**src/rtl/ip_field_extract.sv**
```systemverilog
// Streaming Ethernet/IPv4 header field extractor with saturating packet statistics.
// Consumes 32-bit big-endian beats; emits a one-cycle-strobed field record per good packet.
module ip_field_extract #(
    parameter int unsigned CNT_W          = 16,
    parameter logic [15:0] ETHERTYPE_IPV4 = 16'h0800
) (
    input  logic             sys_clk,
    input  logic             reset_n,
    input  logic [31:0]      in_data,
    input  logic             in_sop,
    input  logic             in_eop,
    input  logic [1:0]       in_empty,
    input  logic             in_valid,
    output logic             f_valid,
    output logic [7:0]       f_tos,
    output logic [15:0]      f_len,
    output logic [15:0]      f_ident,
    output logic [2:0]       f_flags,
    output logic [12:0]      f_frag_off,
    output logic [7:0]       f_ttl,
    output logic [7:0]       f_proto,
    output logic [15:0]      f_csum,
    output logic [31:0]      f_src_ip,
    output logic [31:0]      f_dst_ip,
    output logic [CNT_W-1:0] pkt_count,
    output logic [CNT_W-1:0] non_ip_count,
    output logic [CNT_W-1:0] err_count
);

    localparam logic [1:0] StIdle = 2'd0;
    localparam logic [1:0] StHdr  = 2'd1;
    localparam logic [1:0] StBody = 2'd2;
    localparam logic [1:0] StSkip = 2'd3;

    typedef struct packed {
        logic [7:0]  tos;
        logic [15:0] len;
        logic [15:0] ident;
        logic [2:0]  flags;
        logic [12:0] frag_off;
        logic [7:0]  ttl;
        logic [7:0]  proto;
        logic [15:0] csum;
        logic [31:0] src_ip;
        logic [31:0] dst_ip;
    } rec_t;

    logic [1:0]       state_q, state_d;
    logic [3:0]       idx_q, idx_d;
    rec_t             sh_q, sh_d;
    rec_t             f_q, f_d;
    logic             fv_q, fv_d;
    logic [CNT_W-1:0] pkt_q, pkt_d;
    logic [CNT_W-1:0] non_q, non_d;
    logic [CNT_W-1:0] err_q, err_d;
    logic             inc_pkt, inc_non, inc_err;
    logic             not_ipv4;
    logic [3:0]       idx_inc;

    // Frame trailer byte count is irrelevant to header parsing.
    logic unused_empty;
    assign unused_empty = ^in_empty;

    function automatic logic [CNT_W-1:0] sat_inc(input logic [CNT_W-1:0] v, input logic en);
        return (en && (v != {CNT_W{1'b1}})) ? v + CNT_W'(1) : v;
    endfunction

    assign not_ipv4 = (in_data[31:16] != ETHERTYPE_IPV4) || (in_data[15:12] != 4'd4);
    assign idx_inc  = (idx_q == 4'd15) ? 4'd15 : idx_q + 4'd1;

    always_comb begin
        state_d = state_q;
        idx_d   = idx_q;
        sh_d    = sh_q;
        f_d     = f_q;
        fv_d    = 1'b0;
        inc_pkt = 1'b0;
        inc_non = 1'b0;
        inc_err = 1'b0;

        if (in_valid) begin
            if (in_sop) begin
                // Either an abort of an open packet or a one-beat runt; one error either way.
                inc_err = (state_q != StIdle) || in_eop;
                state_d = in_eop ? StIdle : StHdr;
                idx_d   = in_eop ? 4'd0 : 4'd1;
            end else begin
                unique case (state_q)
                    StIdle: ;
                    StHdr: begin
                        case (idx_q)
                            4'd3: sh_d.tos = in_data[7:0];
                            4'd4: begin
                                sh_d.len   = in_data[31:16];
                                sh_d.ident = in_data[15:0];
                            end
                            4'd5: begin
                                sh_d.flags    = in_data[31:29];
                                sh_d.frag_off = in_data[28:16];
                                sh_d.ttl      = in_data[15:8];
                                sh_d.proto    = in_data[7:0];
                            end
                            4'd6: begin
                                sh_d.csum          = in_data[31:16];
                                sh_d.src_ip[31:16] = in_data[15:0];
                            end
                            4'd7: begin
                                sh_d.src_ip[15:0]  = in_data[31:16];
                                sh_d.dst_ip[31:16] = in_data[15:0];
                            end
                            4'd8: sh_d.dst_ip[15:0] = in_data[31:16];
                            default: ;
                        endcase
                        idx_d = idx_inc;
                        if (in_eop) begin
                            // eop on w8 completes the header; anything earlier is a runt.
                            if (idx_q == 4'd8) begin
                                f_d     = sh_d;
                                fv_d    = 1'b1;
                                inc_pkt = 1'b1;
                            end else begin
                                inc_err = 1'b1;
                            end
                            state_d = StIdle;
                            idx_d   = 4'd0;
                        end else if (idx_q == 4'd3 && not_ipv4) begin
                            state_d = StSkip;
                        end else if (idx_q == 4'd8) begin
                            state_d = StBody;
                        end
                    end
                    StBody: begin
                        idx_d = idx_inc;
                        if (in_eop) begin
                            f_d     = sh_q;
                            fv_d    = 1'b1;
                            inc_pkt = 1'b1;
                            state_d = StIdle;
                            idx_d   = 4'd0;
                        end
                    end
                    StSkip: begin
                        idx_d = idx_inc;
                        if (in_eop) begin
                            inc_non = 1'b1;
                            state_d = StIdle;
                            idx_d   = 4'd0;
                        end
                    end
                endcase
            end
        end

        pkt_d = sat_inc(pkt_q, inc_pkt);
        non_d = sat_inc(non_q, inc_non);
        err_d = sat_inc(err_q, inc_err);
    end

    always_ff @(posedge sys_clk or negedge reset_n) begin
        if (!reset_n) begin
            state_q <= StIdle;
            idx_q   <= 4'd0;
            sh_q    <= '0;
            f_q     <= '0;
            fv_q    <= 1'b0;
            pkt_q   <= '0;
            non_q   <= '0;
            err_q   <= '0;
        end else begin
            state_q <= state_d;
            idx_q   <= idx_d;
            sh_q    <= sh_d;
            f_q     <= f_d;
            fv_q    <= fv_d;
            pkt_q   <= pkt_d;
            non_q   <= non_d;
            err_q   <= err_d;
        end
    end

    assign f_valid      = fv_q;
    assign f_tos        = f_q.tos;
    assign f_len        = f_q.len;
    assign f_ident      = f_q.ident;
    assign f_flags      = f_q.flags;
    assign f_frag_off   = f_q.frag_off;
    assign f_ttl        = f_q.ttl;
    assign f_proto      = f_q.proto;
    assign f_csum       = f_q.csum;
    assign f_src_ip     = f_q.src_ip;
    assign f_dst_ip     = f_q.dst_ip;
    assign pkt_count    = pkt_q;
    assign non_ip_count = non_q;
    assign err_count    = err_q;

endmodule

```
**config.mk**
```make
export PLATFORM = sky130hd
export DESIGN_NAME = ip_field_extract
export DESIGN_NICKNAME = d
export VERILOG_FILES = /design/src/rtl/ip_field_extract.sv
export SDC_FILE = /design/constraint.sdc
export NUM_CORES = 1
export LEC_CHECK = 0
export CAP_MARGIN = 20
export CORE_UTILIZATION = 24
export CTS_CLUSTER_DIAMETER = 80
export DETAILED_ROUTE_END_ITERATION = 10
export PLACE_DENSITY = 0.54
export SYNTH_ARGS = -nofsm -noshare
export SYNTH_HDL_FRONTEND = slang
export SYNTH_SLANG_ARGS = --single-unit
```
**constraint.sdc**
```tcl
create_clock -name sys_clk -period 4.86 [get_ports sys_clk]
set_input_delay 0.972 -clock sys_clk [delete_from_list [all_inputs] [get_ports sys_clk]]
set_output_delay 0.972 -clock sys_clk [all_outputs]
set_load 0.1 [all_outputs]
```
==> results.py, run 1 <==
metrics = {
    "setup_path": {
        "cp_slowest_cell": "clkdlybuf4s50_1",
        "crit_required_ns": 3.89,
        "r2r-end": "f_frag_off[2]",
        "critical-path-max-stage-delay_ns": 1.21,
        "cp.arrival_ns": 2.24,
        "r2r_slack_ns": 1.90,
        "crit_family": "buffers and inverters",
        "path_max_fanout": 6,
        "r2r_start": "state_q[0]",
        "crit_chain": "clkdlybuf4s50_1",
        "startpoint_type": "flop",
        "cp-end-kind": "output pin",
        "worst-setup-path-type": "reg -> out",
        "reg2reg_depth": 8,
        "path_buf_inv": 1,
    },
    "yosys": {
        "synth_most_common_cell": "dfrtp_1",
        "synth_enable_flop_cells": 0,
        "synthArstFlopShare_pct": 100,
        "ys_ff_latch": 359,
        "ys.flop_type": "dfrtp_1",
        "ys_types": 52,
        "synth_top_area_share_pct": 56.8,
        "avgSynthCellArea_um2": 12.1,
        "synth_area_leaders": "dfrtp_1, mux2_2, mux2i_1, a21oi_1, nor2_1",
        "synth_cells": 1302,
        "synth_commonest_cells": "dfrtp_1, nor2_1, a21oi_1, mux2i_1, mux2_2",
        "syn_area_um2": 15800,
        "synthesis.nets": 1352,
        "yosys_warnings": 0,
        "synth_area_leader_cell": "dfrtp_1",
        "yosysSeqAreaShare_pct": 56.8,
    },
    "drt": {
        "avgRoutedWirePerCell_um": 18.1,
        "first_pass_iters": 5,
        "route.detailed.drc": 0,
        "dr_total_vias": 10500,
        "antenna_left": 0,
        "drtIter0Drc": 617,
        "drt-total-wl_um": 43300,
        "avgViaCountPerCell": 4.40,
    },
    "layout": {
        "fillers": 6481,
        "final_nets": 1560,
        "area_growth_pct": 28.9,
        "drive_gt1_share_pct": 16.9,
        "insertedDiodeCount": 0,
    },
    "global_route": {
        "grt_overflow": 0,
        "antenna_found_initial": 1,
        "grt_pass1_vias": 10800,
        "grt.total_usage_pct": 13.0,
        "grt_pass1_wl_um": 66700,
        "grt_max_degree": 115,
    },
    "power": {
        "p_leak_nw": 8.59,
        "p_per_area_nw_per_um2": 706,
        "vdd_drop_max_uv": 655,
        "power_mw": 14.4,
    },
    "flow_run": {
        "max_cap_viol_count": 0,
    },
    "clock_tree": {
        "clk_pin_slew_ns": 0.05,
        "cts_htree_levels": 2,
        "post-cts-setup-buffers": 0,
        "cts_buffer_depth": 3,
        "cts_tree": "yes",
        "cts.sinks": 359,
        "holdBufCountCts": 0,
        "cts_buffers": 43,
        "clockRootBuffer": "clkbuf_16",
        "clkLatencyLatePin_ns": 0.56,
        "ctsResizeCount": 0,
    },
    "sta": {
        "maxSlewHeadroom_pct": 23.9,
        "min_period_ns": 3.21,
        "max_slew.worst_pin.slew_ns": 1.14,
        "rsz0062_at_grt": "false",
        "setup_viol": 0,
        "fmax_mhz": 311,
        "setup_tns_ns": 0,
        "period_share_pct": 66.1,
        "hold_viol": 0,
        "fin_worst_skew_ns": 0.0158,
        "final-max-slew-violation-count": 0,
    },
    "placement": {
        "hpwl_um": 28500,
        "routabilityCongestion": 0.740,
        "portBuffers": 237,
    },
    "die": {
        "start_util_pct": 24.4,
        "die_width_um": 259,
        "dieArea_um2": 66900,
        "die_h_um": 259,
        "core_area_um2": 64800,
        "io_pins": 240,
        "rows": 93,
    },
    "run_status": {
        "status": "complete, no violations",
    },
    "worst_hold_path": {
        "min_path_type": "in -> async",
    },
}
[metal layers]
layer	up-vias	GRT usage (%)	wire length, um
met4	2	3.99	999
met5	-	0	13
met2	249	20.2	19700
li1	4931	-	-
met1	5307	17.3	19800
met3	56	3.82	2820
[worst max path at each step]
stage	slack, ns	startpoint	endpoint	depth (start not counted)
3_5_place_dp	1.29	in_valid	sh_q[60]	6
2_1_floorplan	2.46	err_count[0]	err_count[1]	6
6_report	1.65	pkt_count[7]	pkt_count[7]	1
4_1_cts	1.59	pkt_count[7]	pkt_count[7]	1
5_1_grt	1.59	err_count[3]	err_count[3]	1
3_3_place_gp	1.29	in_valid	sh_q[67]	6
[worst register-to-register path, stage by stage (launching register included)]
cell and delay, ns:
dfrtp_1 0.38, inv_1 0.10, ha_1 0.40, inv_1 0.17
nand2_1 0.19, nor2_4 0.77, buf_4 0.46, mux2i_1 0.27
a21oi_1 0.09
[metrics by stage]
stage / worst slack, ns / util (%) / hold slack [ns] / std cells / area, um2
finish: 1.65 / 31.5 / 0.473 / 2397 / 20400
floorplan: 2.46 / - / 0.457 / 1302 / 15800
global placement: 1.29 / 29.2 / 0.466 / 2319 / 18900
CTS: 1.59 / 31.5 / 0.488 / 2397 / 20400
global route: 1.59 / 31.5 / 0.499 / 2397 / 20400
detailed placement: 1.29 / 29.2 / 0.474 / 2320 / 18900
[layout make-up]
| class | instances | area (um2) | share of cell area [%] |
|---|---|---|---|
| clock buffers | 67 | 1330 | 6.52 |
| clock inverters | 10 | 113 | 0.552 |
| inverters | 12 | 45.0 | 0.221 |
| multi-input cells | 835 | 6230 | 30.6 |
| flip-flops and latches | 359 | 8980 | 44.1 |
| well taps | 855 | 1070 | 5.25 |
| repair buffers | 259 | 2620 | 12.8 |
[power by group]
part | leakage (nW) | total [mW] | internal [mW] | switching (mW)
clock | 0.705 | 3.27 | 1.98 | 1.29
sequential | 4.81 | 4.19 | 3.70 | 0.489
combinational | 3.07 | 6.93 | 1.47 | 5.46
total | 8.59 | 14.4 | 7.15 | 7.24
[state kept, by name, indices dropped and copies added (netlist names)]
signal,flops
idx_q,4
f_flags,3
f_src_ip,32
err_count,16
f_proto,8
f_ident,16
f_tos,8
f_csum,16
sh_q,152
f_ttl,8
state_q,2
pkt_count,16
f_len,16
f_valid,1
non_ip_count,16
f_dst_ip,32
f_frag_off,13
[cell usage in the layout, fill, tap and decap left out, types with 12 or more instances in the layout]
cell type	instances
nand3_1	26
mux2i_1	153
nand4_1	17
nor2_1	170
clkbuf_8	12
clkbuf_16	45
dfrtp_1	359
buf_4	17
clkdlybuf4s50_1	235
xnor2_1	30
nand2_1	25
a21oi_1	155
mux2_1	12
xor2_1	14
inv_1	12
mux2_2	142
[cell families (layout without fill, tap and decap cells)]
family	after synthesis	in the layout	share of synthesized area, %
fa+ha+maj	11	11	0.870
buf+inv	108	348	3.89
compound gates	178	178	6.10
mux	307	307	20.7
simple gates	295	295	9.23
xor+xnor	44	44	2.44
flops	359	359	56.8
Note: power is estimated with default switching activity, not from simulation.
==> run 2: changes to the inputs <==
==> constraint.sdc (replaced) <==
create_clock -name sys_clk -period 3.1 [get_ports sys_clk]
set_input_delay 0.62 -clock sys_clk [delete_from_list [all_inputs] [get_ports sys_clk]]
set_output_delay 0.62 -clock sys_clk [all_outputs]
set_load 0.1 [all_outputs]
==> run 2 against run 1 <==
Against the previous run:
- clock power increased by 60%
- die area is the same
- wire length is 0.37% higher
- critical path depth up 6
- via count up 1.3%
- highest routed layer unchanged
- sequential share of layout area rose by 0.26 points
- critical path type is now reg -> reg
==> results.py, run 2 (synthesis results as in run 1) <==
metrics = {
    "sta": {
        "min_period_ns": 2.41,
        "fin_worst_skew_ns": 0.0277,
        "hold_viol": 0,
        "period_share_pct": 77.6,
        "maxSlewHeadroom_pct": 55.2,
        "fmax_mhz": 416,
        "setup_viol": 0,
        "final-max-slew-violation-count": 0,
        "max_slew.worst_pin.slew_ns": 0.666,
        "rsz0062_at_grt": "false",
        "setup_tns_ns": 0,
    },
    "global_route": {
        "grt_pass1_wl_um": 67900,
        "use_met2_pct": 21.0,
        "met1_usage_pct": 17.4,
        "grt_overflow": 0,
        "grt_max_degree": 112,
        "grt_pass1_vias": 11000,
        "grt_busiest_layer": "met2",
        "grt.total_usage_pct": 13.1,
        "use_met3_pct": 3.96,
        "antenna_found_initial": 2,
    },
    "worst_hold_path": {
        "min_path_type": "in -> async",
    },
    "placement": {
        "hpwl_um": 29200,
        "routabilityCongestion": 0.781,
        "portBuffers": 237,
        "dp_cells": 2354,
    },
    "drt": {
        "dr_total_vias": 10700,
        "drt-total-wl_um": 43500,
        "antenna_left": 0,
        "first_pass_iters": 4,
        "avgViaCountPerCell": 4.39,
        "drtIter0Drc": 595,
        "route.detailed.drc": 0,
        "avgRoutedWirePerCell_um": 17.9,
    },
    "layout": {
        "regMostFlops": "sh_q",
        "final_cell_mix": "dfrtp_1, buf_4, nor2_1",
        "register_area_um2": 8980,
        "stdcell_count": 2433,
        "final_common_cell": "dfrtp_1",
        "area_growth_pct": 28.2,
        "drive_gt1_share_pct": 31.6,
        "fillers": 6546,
        "largest_register_ffs": 152,
        "final_nets": 1595,
        "multi_input_area_um2": 6230,
    },
    "die": {
        "start_util_pct": 24.4,
        "die_h_um": 259,
        "core_area_um2": 64800,
        "die_width_um": 259,
        "io_pins": 240,
        "dieArea_um2": 66900,
        "rows": 93,
    },
    "clock_tree": {
        "clkLatencyLatePin_ns": 0.57,
        "clk_pin_slew_ns": 0.06,
        "clockRootBuffer": "clkbuf_16",
        "cts_buffer_depth": 3,
        "ctsResizeCount": 0,
        "post-cts-setup-buffers": 0,
        "cts_tree": "yes",
        "cts_htree_levels": 2,
        "holdBufCountCts": 0,
        "cts.sinks": 359,
        "cts_buffers": 44,
    },
    "setup_path": {
        "cp-end-kind": "flop",
        "path_max_fanout": 11,
        "cp.arrival_ns": 2.84,
        "worst-setup-path-type": "reg -> reg",
        "startpoint_type": "flop",
        "crit_required_ns": 3.54,
    },
    "run_status": {
        "status": "complete, no violations",
    },
    "flow_run": {
        "max_cap_viol_count": 0,
    },
    "power": {
        "p_per_area_nw_per_um2": 1100,
        "vdd_drop_max_uv": 1230,
        "p_leak_nw": 9.11,
    },
}
-- run 2: cell count changes in the layout (fill, tap and decap cells not counted), moves of 3 or more --
cell and delta:
clkbuf_8 -5, clkbuf_1 -3, buf_12 +7, clkdlybuf4s50_1 -200, buf_4 +227, clkinv_2 +3
-- run 2: area by class of cell --
type / instances / share of cell area [%]
multi-input combinational: 835 / 30.7
clock inverter: 18 / 1.00
timing repair buffer: 293 / 12.1
sequential: 359 / 44.3
clock buffer: 60 / 6.29
tap: 855 / 5.28
inverter: 12 / 0.222
antenna: 1 / 0.0123
-- run 2: final timing paths --
path | start | cells after the start | slack (ns) | to
hold / removal | reset_n | 1 | 0.05 | sh_q[70]
min in group sys_clk | sh_q[53] | 1 | 0.48 | sh_q[53]
hold reg to reg | sh_q[53] | 1 | 0.48 | sh_q[53]
setup reg to reg | state_q[1] | 7 | 0.69 | pkt_count[13]
setup / recovery | state_q[1] | 7 | 0.69 | pkt_count[13]
max in group asynchronous | reset_n | 2 | 2.15 | f_dst_ip[24]
-- run 2: power breakdown --
| part | internal (mW) | total [mW] | switching, mW |
|---|---|---|---|
| Combinational | 1.99 | 10.6 | 8.56 |
| Sequential | 5.79 | 6.56 | 0.762 |
| Clock | 3.14 | 5.22 | 2.08 |
-- run 2: stage by stage --
step | power [mW] | util (%) | instance area [um2] | hold WS (ns) | setup slack, ns
floorplan | 14.7 | - | 15800 | 0.324 | 0.703
global placement | 17.2 | 29.0 | 18800 | 0.467 | 0.214
detailed placement | 17.2 | 29.0 | 18800 | 0.474 | 0.225
CTS | 22.7 | 31.3 | 20300 | 0.0281 | 0.671
global route | 23.3 | 31.3 | 20300 | 0.0635 | 0.471
finish | 22.3 | 31.3 | 20300 | 0.0484 | 0.694
-- run 2: routing by layer --
metal	up-vias	wire length, um
li1	5018	-
met4	4	700
met2	234	20100
met3	54	2990
met1	5369	19700
met5	-	23
-- run 2: critical path: stages (launching register included) --
cell and delay, ns:
dfrtp_1 0.44, inv_1 0.13, ha_1 0.29, and4b_1 0.30
o2111ai_2 0.20, a41oi_2 0.57, nand4_1 0.20, xnor2_1 0.16
